File: src/rtl/mem_resp_pkg.sv
// Shared types and constants for the FIFO-backed memory responder.
package mem_resp_pkg;

  // Width of the wait-state down-counter (WAIT is limited to 0..15).
  localparam int unsigned WAIT_CNT_W = 4;

  typedef enum logic [1:0] {
    IDLE = 2'd0,
    BUSY = 2'd1,
    RESP = 2'd2
  } state_e;

  typedef enum logic {
    OP_RD = 1'b0,
    OP_WR = 1'b1
  } op_e;

endpackage

File: src/rtl/resp_fifo_store.sv
// FIFO storage behind the responder: register array, pointers, occupancy and registered read data.
module resp_fifo_store #(
  parameter int unsigned WIDTH = 8,
  parameter int unsigned DEPTH = 8
) (
  input  logic                     clk,
  input  logic                     rst,
  input  logic                     push,
  input  logic                     pop,
  input  logic [WIDTH-1:0]         wdata,
  output logic [WIDTH-1:0]         rdata,
  output logic [$clog2(DEPTH):0]   count,
  output logic                     full,
  output logic                     empty
);

  localparam int unsigned PTR_W = $clog2(DEPTH);
  localparam int unsigned CNT_W = PTR_W + 1;

  logic [WIDTH-1:0] mem_q [DEPTH];
  logic [WIDTH-1:0] mem_d [DEPTH];
  logic [PTR_W-1:0] wr_ptr_q, wr_ptr_d;
  logic [PTR_W-1:0] rd_ptr_q, rd_ptr_d;
  logic [CNT_W-1:0] count_q, count_d;
  logic [WIDTH-1:0] rdata_q, rdata_d;
  logic             full_q, full_d;
  logic             empty_q, empty_d;

  // Next storage state; rdata is zero unless this edge pops an entry.
  always_comb begin
    mem_d    = mem_q;
    wr_ptr_d = wr_ptr_q;
    rd_ptr_d = rd_ptr_q;
    count_d  = count_q;
    rdata_d  = '0;
    if (push) begin
      mem_d[wr_ptr_q] = wdata;
      wr_ptr_d        = wr_ptr_q + 1'b1;
    end
    if (pop) begin
      rdata_d  = mem_q[rd_ptr_q];
      rd_ptr_d = rd_ptr_q + 1'b1;
    end
    if (push && !pop) begin
      count_d = count_q + 1'b1;
    end else if (pop && !push) begin
      count_d = count_q - 1'b1;
    end
    full_d  = (count_d == CNT_W'(DEPTH));
    empty_d = (count_d == '0);
  end

  // Pointer, occupancy and flag registers; contents are abandoned on reset.
  always_ff @(posedge clk) begin
    if (rst) begin
      wr_ptr_q <= '0;
      rd_ptr_q <= '0;
      count_q  <= '0;
      rdata_q  <= '0;
      full_q   <= 1'b0;
      empty_q  <= 1'b1;
    end else begin
      wr_ptr_q <= wr_ptr_d;
      rd_ptr_q <= rd_ptr_d;
      count_q  <= count_d;
      rdata_q  <= rdata_d;
      full_q   <= full_d;
      empty_q  <= empty_d;
    end
  end

  // Entry array has no reset; stale data is unreachable once the pointers clear.
  always_ff @(posedge clk) begin
    mem_q <= mem_d;
  end

  assign rdata = rdata_q;
  assign count = count_q;
  assign full  = full_q;
  assign empty = empty_q;

endmodule

File: src/rtl/mem_fifo_responder.sv
// Memory-side bus responder: wait-state FSM in front of a FIFO store, with sticky error flags.
module mem_fifo_responder
  import mem_resp_pkg::*;
#(
  parameter int unsigned WIDTH = 8,
  parameter int unsigned DEPTH = 8,
  parameter int unsigned WAIT  = 1
) (
  input  logic                   clk,
  input  logic                   rst,
  input  logic                   rd,
  input  logic                   wr,
  input  logic [WIDTH-1:0]       wdata,
  output logic                   rdy,
  output logic [WIDTH-1:0]       rdata,
  output logic [$clog2(DEPTH):0] count,
  output logic                   full,
  output logic                   empty,
  output logic                   err_ovf,
  output logic                   err_unf,
  output logic                   err_both
);

  state_e                state_q, state_d;
  op_e                   op_q, op_d;
  logic [WAIT_CNT_W-1:0] cnt_q, cnt_d;
  logic                  rdy_q, rdy_d;
  logic                  err_ovf_q, err_ovf_d;
  logic                  err_unf_q, err_unf_d;
  logic                  err_both_q, err_both_d;
  logic                  push, pop;
  logic                  req_held;

  // The request line belonging to the latched op; dropping it aborts the transfer.
  assign req_held = (op_q == OP_WR) ? wr : rd;

  // State register.
  always_ff @(posedge clk) begin
    if (rst) begin
      state_q <= IDLE;
    end else begin
      state_q <= state_d;
    end
  end

  // Next-state logic: accept, count wait states (or abort), respond, return to IDLE.
  always_comb begin
    state_d = state_q;
    case (state_q)
      IDLE: begin
        if (rd || wr) state_d = BUSY;
      end
      BUSY: begin
        if (!req_held)         state_d = IDLE;
        else if (cnt_q == '0)  state_d = RESP;
      end
      RESP:    state_d = IDLE;
      default: state_d = IDLE;
    endcase
  end

  // Output/datapath logic: op latch, wait counter, FIFO strobes and error flags.
  always_comb begin
    op_d       = op_q;
    cnt_d      = cnt_q;
    push       = 1'b0;
    pop        = 1'b0;
    err_ovf_d  = err_ovf_q;
    err_unf_d  = err_unf_q;
    err_both_d = err_both_q;
    rdy_d      = (state_d == RESP);
    case (state_q)
      IDLE: begin
        if (rd || wr) begin
          op_d  = wr ? OP_WR : OP_RD;
          cnt_d = WAIT_CNT_W'(WAIT);
          if (rd && wr) err_both_d = 1'b1;
        end
      end
      BUSY: begin
        if (req_held && (cnt_q != '0)) cnt_d = cnt_q - 1'b1;
      end
      RESP: begin
        if (op_q == OP_WR) begin
          push = !full;
          if (full) err_ovf_d = 1'b1;
        end else begin
          pop = !empty;
          if (empty) err_unf_d = 1'b1;
        end
      end
      default: ;
    endcase
  end

  // Registered control outputs and latched transfer context.
  always_ff @(posedge clk) begin
    if (rst) begin
      op_q       <= OP_RD;
      cnt_q      <= '0;
      rdy_q      <= 1'b0;
      err_ovf_q  <= 1'b0;
      err_unf_q  <= 1'b0;
      err_both_q <= 1'b0;
    end else begin
      op_q       <= op_d;
      cnt_q      <= cnt_d;
      rdy_q      <= rdy_d;
      err_ovf_q  <= err_ovf_d;
      err_unf_q  <= err_unf_d;
      err_both_q <= err_both_d;
    end
  end

  resp_fifo_store #(
    .WIDTH (WIDTH),
    .DEPTH (DEPTH)
  ) u_store (
    .clk   (clk),
    .rst   (rst),
    .push  (push),
    .pop   (pop),
    .wdata (wdata),
    .rdata (rdata),
    .count (count),
    .full  (full),
    .empty (empty)
  );

  assign rdy      = rdy_q;
  assign err_ovf  = err_ovf_q;
  assign err_unf  = err_unf_q;
  assign err_both = err_both_q;

endmodule

File: config.mk
export PLATFORM = sky130hd
export DESIGN_NAME = mem_fifo_responder
export DESIGN_NICKNAME = d
export VERILOG_FILES = /design/src/rtl/mem_resp_pkg.sv /design/src/rtl/resp_fifo_store.sv /design/src/rtl/mem_fifo_responder.sv
export SDC_FILE = /design/constraint.sdc
export NUM_CORES = 1
export LEC_CHECK = 0
export CAP_MARGIN = 40
export CELL_PAD_IN_SITES_DETAIL_PLACEMENT = 0
export CELL_PAD_IN_SITES_GLOBAL_PLACEMENT = 2
export CORE_UTILIZATION = 25
export DETAILED_ROUTE_END_ITERATION = 10
export HOLD_SLACK_MARGIN = 0.1
export PLACE_DENSITY = 0.52
export SYNTH_ARGS = -nofsm -noshare
export SYNTH_HDL_FRONTEND = slang
export SYNTH_SLANG_ARGS = --single-unit
File: constraint.sdc
create_clock -name clk -period 1.92 [get_ports clk]
set_input_delay 0.384 -clock clk [delete_from_list [all_inputs] [get_ports clk]]
set_output_delay 0.384 -clock clk [all_outputs]
set_load 0.01 [all_outputs]
=== After elaboration in Yosys (flattened, before gate mapping) ===
Cells that the tools add are included.

* Flip-flop bits (word level): 95
* Input port bits: 12

* Add/sub/neg operators: 5
* Reduce and logical (&&, ||, !) cells: 21
* $lt $le $gt $ge: 3
* Equality and inequality tests: 6
* Bitwise operators: 4
* Multiplexer cells: 21

{| class="wikitable"
|+ Operators by type and width
! kind !! count
|-
| $bwmux 64 || 1
|-
| $bmux 8 s3 || 1
|-
| $demux 8 s3 || 1
|-
| $mux 8 || 3
|-
| $mux 4 || 4
|-
| $reduce_and 3->1 || 4
|-
| $ge 4x4->1 const B || 2
|-
| $logic_not 4->1 || 2
|-
| $not 3->4 || 2
|-
| $pmux 4 s2 || 1
|-
| $sub 4x1->4 const B || 2
|-
| $add 3x1->3 const B || 2
|-
| $mux 1 || 6
|-
| $mux 2 || 3
|-
| $logic_and 1x1->1 || 5
|-
| $add 4x1->4 const B || 1
|-
| $eq 2x2->1 const B || 2
|-
| $eq 4x4->1 const B || 1
|-
| $logic_not 1->1 || 4
|-
| $lt 4x1->1 const B || 1
|-
| $ne 2x2->1 const B || 2
|-
| $pmux 2 s2 || 1
|-
| $reduce_bool 4->1 || 1
|-
| $eq 2x1->1 const B || 1
|-
| 6 further kinds || 7
|}

=== Longest topological paths before layout ===
* Word-level depth: 8
* Gate-level depth with buffers: 6

=== Modules after synthesis ===
Synthesis repeated with hierarchy kept, for this count alone.

* Cell total of the unflattened synthesis: 248
* Area, all modules: 3777.4 um^2

{| class="wikitable"
|+ Modules (own cells, without submodules)
! module !! area each (um^2) !! sequential area each (um^2) !! cells an instance !! instances
|-
| resp_fifo_store || 3234.4 || 2322.2 || 186 || 1
|-
| mem_fifo_responder || 543.0 || 220.2 || 62 || 1
|}

=== Worst setup path before layout ===
No wires, ideal clock.

* Kind: register to register
* From: register state_q[1]
* To: register u_store.mem_q[56] (netlist bit), enable pin
* Cell stages (with the launch flop): 6
* Period minus slack after synthesis: 2.088 ns
* Library setup time: 0.383 ns
* Setup slack: -0.168 ns
* Buffers on the path: 2
* Arrival time: 1.704 ns
* Cell sequence: dfxtp_1 buf_2 nor4bb_1 clkbuf_1 nand2b_1 nor3_1

* Longest elaborated chain between the ends: 2

{| class="wikitable"
|+ RTL lines
! item !! RTL line !! source
|-
| from (decl) || mem_fifo_responder.sv:24 || <nowiki>state_e state_q, state_d;</nowiki>
|-
| from (signal assigned) || mem_fifo_responder.sv:42 || <nowiki>state_q <= state_d;</nowiki>
|-
| $eq 2x2->1 || mem_fifo_responder.sv:72 || <nowiki>case (state_q)</nowiki>
|-
| $mux 1 || mem_fifo_responder.sv:72 ||
|-
| to (signal assigned) || resp_fifo_store.sv:74 || <nowiki>mem_q <= mem_d;</nowiki>
|-
| to (decl) || resp_fifo_store.sv:20 || <nowiki>logic [WIDTH-1:0] mem_q [DEPTH];</nowiki>
|}

No other way between the ends.
A chain may end at the register's enable or synchronous reset.

=== Worst setup path after layout ===
* From: register u_store.count_q[0], in the netlist u_store.count[0]
* To: output count[0]

{| class="wikitable"
|+ RTL lines
! item !! RTL line !! source
|-
| from (decl) || resp_fifo_store.sv:24 || <nowiki>logic [CNT_W-1:0] count_q, count_d;</nowiki>
|-
| from (signal assigned) || resp_fifo_store.sv:65 || <nowiki>count_q <= count_d;</nowiki>
|-
| to (decl) || mem_fifo_responder.sv:16 || <nowiki>output logic [$clog2(DEPTH):0] count,</nowiki>
|}

No word-level cell between the ends.

==> impl_metrics.py <==
metrics = {
    "min_path": {
        "holdPathEnd": "err_both",
        "holdPathStages": 2,
        "hp-class": "flop to flop",
        "worstHoldStart": "err_both",
    },
    "synth": {
        "synth_top_area_share": 0.511,
        "synthArstFlopShare": 0,
        "ys.flop_type": "edfxtp_1",
        "synth.distinct_cells": 40,
        "synthTopCellsByCount": "edfxtp_1, dfxtp_1, nor2_1",
        "yosysMostFrequentCell": "edfxtp_1",
        "ys_ff_latch": 95,
        "synth_nets": 262,
        "postSynthCellCount": 244,
        "syn-cell-area_um2": 3760,
        "synth_edf_count": 64,
        "yosysSeqAreaShare": 0.676,
        "synth_area_leaders": "edfxtp_1, dfxtp_1, mux4_2",
        "yosysTopAreaCell": "edfxtp_1",
        "yosysWarnings": 0,
        "syn_area_per_cell_um2": 15.4,
    },
    "setup_path": {
        "crit_family": "buffers and inverters",
        "critical-path-slowest-cell": "clkdlybuf4s50_1",
        "worstPathRequired_ns": 1.54,
        "cp.buffers_inverters": 1,
        "timing.rr.start": "cnt_q[0]",
        "crit_type": "flop to primary output",
        "start_kind": "flop",
        "crit_chain": "clkdlybuf4s50_1",
        "rrSetupSlack_ns": 0.23,
        "r2r_cells": 6,
        "critPathMaxFanout": 7,
        "arrival_ns": 1.37,
        "rr_endpoint": "cnt_q[0]",
        "max_stage_delay_ns": 0.59,
        "critPathCaptureType": "primary output",
    },
    "timing": {
        "rsz0062_at_grt": "no",
        "clock_skew_ns": 0.0100,
        "finalWorstSetupSlack_ns": 0.162,
        "slew_headroom": 0.722,
        "final-hold-violation-count": 0,
        "period_share": 0.915,
        "final-setup-viol-count": 0,
        "clock.fmax_mhz": 569,
        "finalCriticalPeriod_ns": 1.76,
        "tns_ns": 0,
        "hold_slack_ns": 0.485,
        "worst_pin_slew_ns": 0.406,
        "finalMaxSlewViolations": 0,
    },
    "clock_tree": {
        "post_cts_buffers": 0,
        "cts_sinks": 95,
        "htreeDepth": 3,
        "cts_buffers": 9,
        "clock_latency_ns": 0.35,
        "cts_tree": "done",
        "hold_buffers": 0,
        "cts_resized": 0,
        "cts-root-buf": "clkbuf_16",
        "cts_max_path_buffers": 2,
        "clk_pin_slew_worst_paths_ns": 0.06,
    },
    "routing": {
        "via_per_inst": 4.24,
        "ant_nets": 0,
        "drt_pass1_iterations": 4,
        "drt-total-wl_um": 7630,
        "wl_per_cell_um": 15.7,
        "drc": 0,
        "initialDrtViolationCount": 132,
        "vias": 2061,
    },
    "global_routing": {
        "grt_start_max_net_pins": 19,
        "use_met2": 0.147,
        "antenna_found_initial": 0,
        "grt_pass1_vias": 2133,
        "grt_first_pass_wirelength_um": 12000,
        "grt_use_total": 0.106,
        "busiest_layer": "met1",
        "met1_usage": 0.150,
        "use_met3": 0.0258,
        "overflow": 0,
    },
    "cells_and_area": {
        "postLayoutCoreUtil": 0.327,
        "final_nets": 316,
        "drive_above_1_share": 0.209,
        "syn_to_final_growth_pct": 26.6,
        "antennaDiodeCount": 0,
    },
    "power_and_ir_drop": {
        "finalPower_mw": 4.41,
        "power_density_nw_per_um2": 927,
        "seqPwrFrac": 0.507,
        "switching_power_mw": 0.940,
        "switching_share": 0.213,
        "pwr-share-comb": 0.056,
        "intPower_mw": 3.47,
        "vdd_drop_max_mv": 0.435,
        "clkPwrFrac": 0.437,
        "leakage_nw": 1.57,
    },
    "placement": {
        "post-dp-hpwl_um": 5080,
        "dpl_worst_slack_ns": -0.0255,
        "gp_congestion": 0.716,
        "port-buffer-count": 29,
    },
    "flow_run": {
        "cap_violations": 0,
    },
    "die": {
        "start_util": 0.258,
        "pin_count": 30,
        "chipHeight_um": 125,
        "die_area_um2": 15500,
        "row_count": 44,
        "fp.dieW_um": 125,
        "fp.coreArea_um2": 14600,
    },
    "outcome": {
        "status": "complete, no violations",
    },
}
power by group through the flow:
stage,Clock (mW),Combinational [mW],Sequential [mW]
after CTS,2.00,0.250,2.24
after global routing,2.08,0.276,2.24
after global placement,0,0.254,2.28
after floorplan,0,0.143,2.28
after detailed placement,0,0.248,2.28
final,1.93,0.248,2.24
area by class of cell:
cell class                 count  area (µm²)
inverter                       6        22.5
fill                        1446        9830
timing repair buffer          54         490
sequential                    95        2540
multi-input combinational    132        1160
clock buffer                   9         225
clock inverter                 6        92.6
tap                          184         230
worst reg2reg max path, cell delays in order, from the launching register on:
cell and delay [ns]:
dfxtp_1 0.33, inv_1 0.08, ha_1 0.17, or3b_2 0.49, o21ai_0 0.12, a21oi_1 0.17
o211a_1 0.23
registers in the layout (all words and copies together) (netlist names), 2 cells and up:
signal            flops
cnt_q                 4
u_store.mem_q        64
u_store.count         4
state_q               2
u_store.rdata         8
u_store.rd_ptr_q      3
u_store.wr_ptr_q      3
stage by stage:
stage	cells	cell area, µm²
after floorplan	244	3770
after detailed placement	471	4440
after global placement	471	4440
after CTS	486	4760
final	486	4760
after global routing	486	4760
cells by family after synthesis:
kind of cell             share of synthesized area
flip-flops                                   0.676
AND/OR/NAND/NOR                             0.0911
multiplexers                                 0.129
AO/OA/AOI/OAI                               0.0495
buffers and inverters                       0.0203
XOR/XNOR                                    0.0140
adder cells (fa/ha/maj)                     0.0200
how the worst max path moves through the flow:
stage | from | end | slack (ns) | cells past startpoint
3_3_place_gp | wr | cnt_q[3] | 0.04 | 5
3_5_place_dp | wr | cnt_q[2] | -0.03 | 5
4_1_cts | u_store.count[0] | count[0] | 0.13 | 1
5_1_grt | state_q[1] | u_store.mem_q[46] | 0.04 | 5
2_1_floorplan | state_q[1] | u_store.mem_q[24] | 0.04 | 5
6_report | u_store.count[0] | count[0] | 0.16 | 1
layer usage:
metal | vias up | wire, µm
met3 | 8 | 188
met5 | - | 0
met1 | 995 | 4000
met4 | 0 | 145
met2 | 30 | 3300
li1 | 1028 | -
cell usage in the layout, fill, tap and decap left out, types with 3 or more instances in the layout:
master            n
nand2_1          10
dfxtp_1          31
nor2b_1           3
nor2_1           28
nor4_1            4
o21a_1            4
nand2b_1          5
a31oi_1           3
o21ai_0           3
ha_1              6
edfxtp_1         64
xnor2_1           4
a21oi_1           7
clkbuf_16         9
clkdlybuf4s50_1  29
inv_1             6
mux2i_1          10
mux4_2           16
buf_4            24
Power figures use the tool's default switching activity.
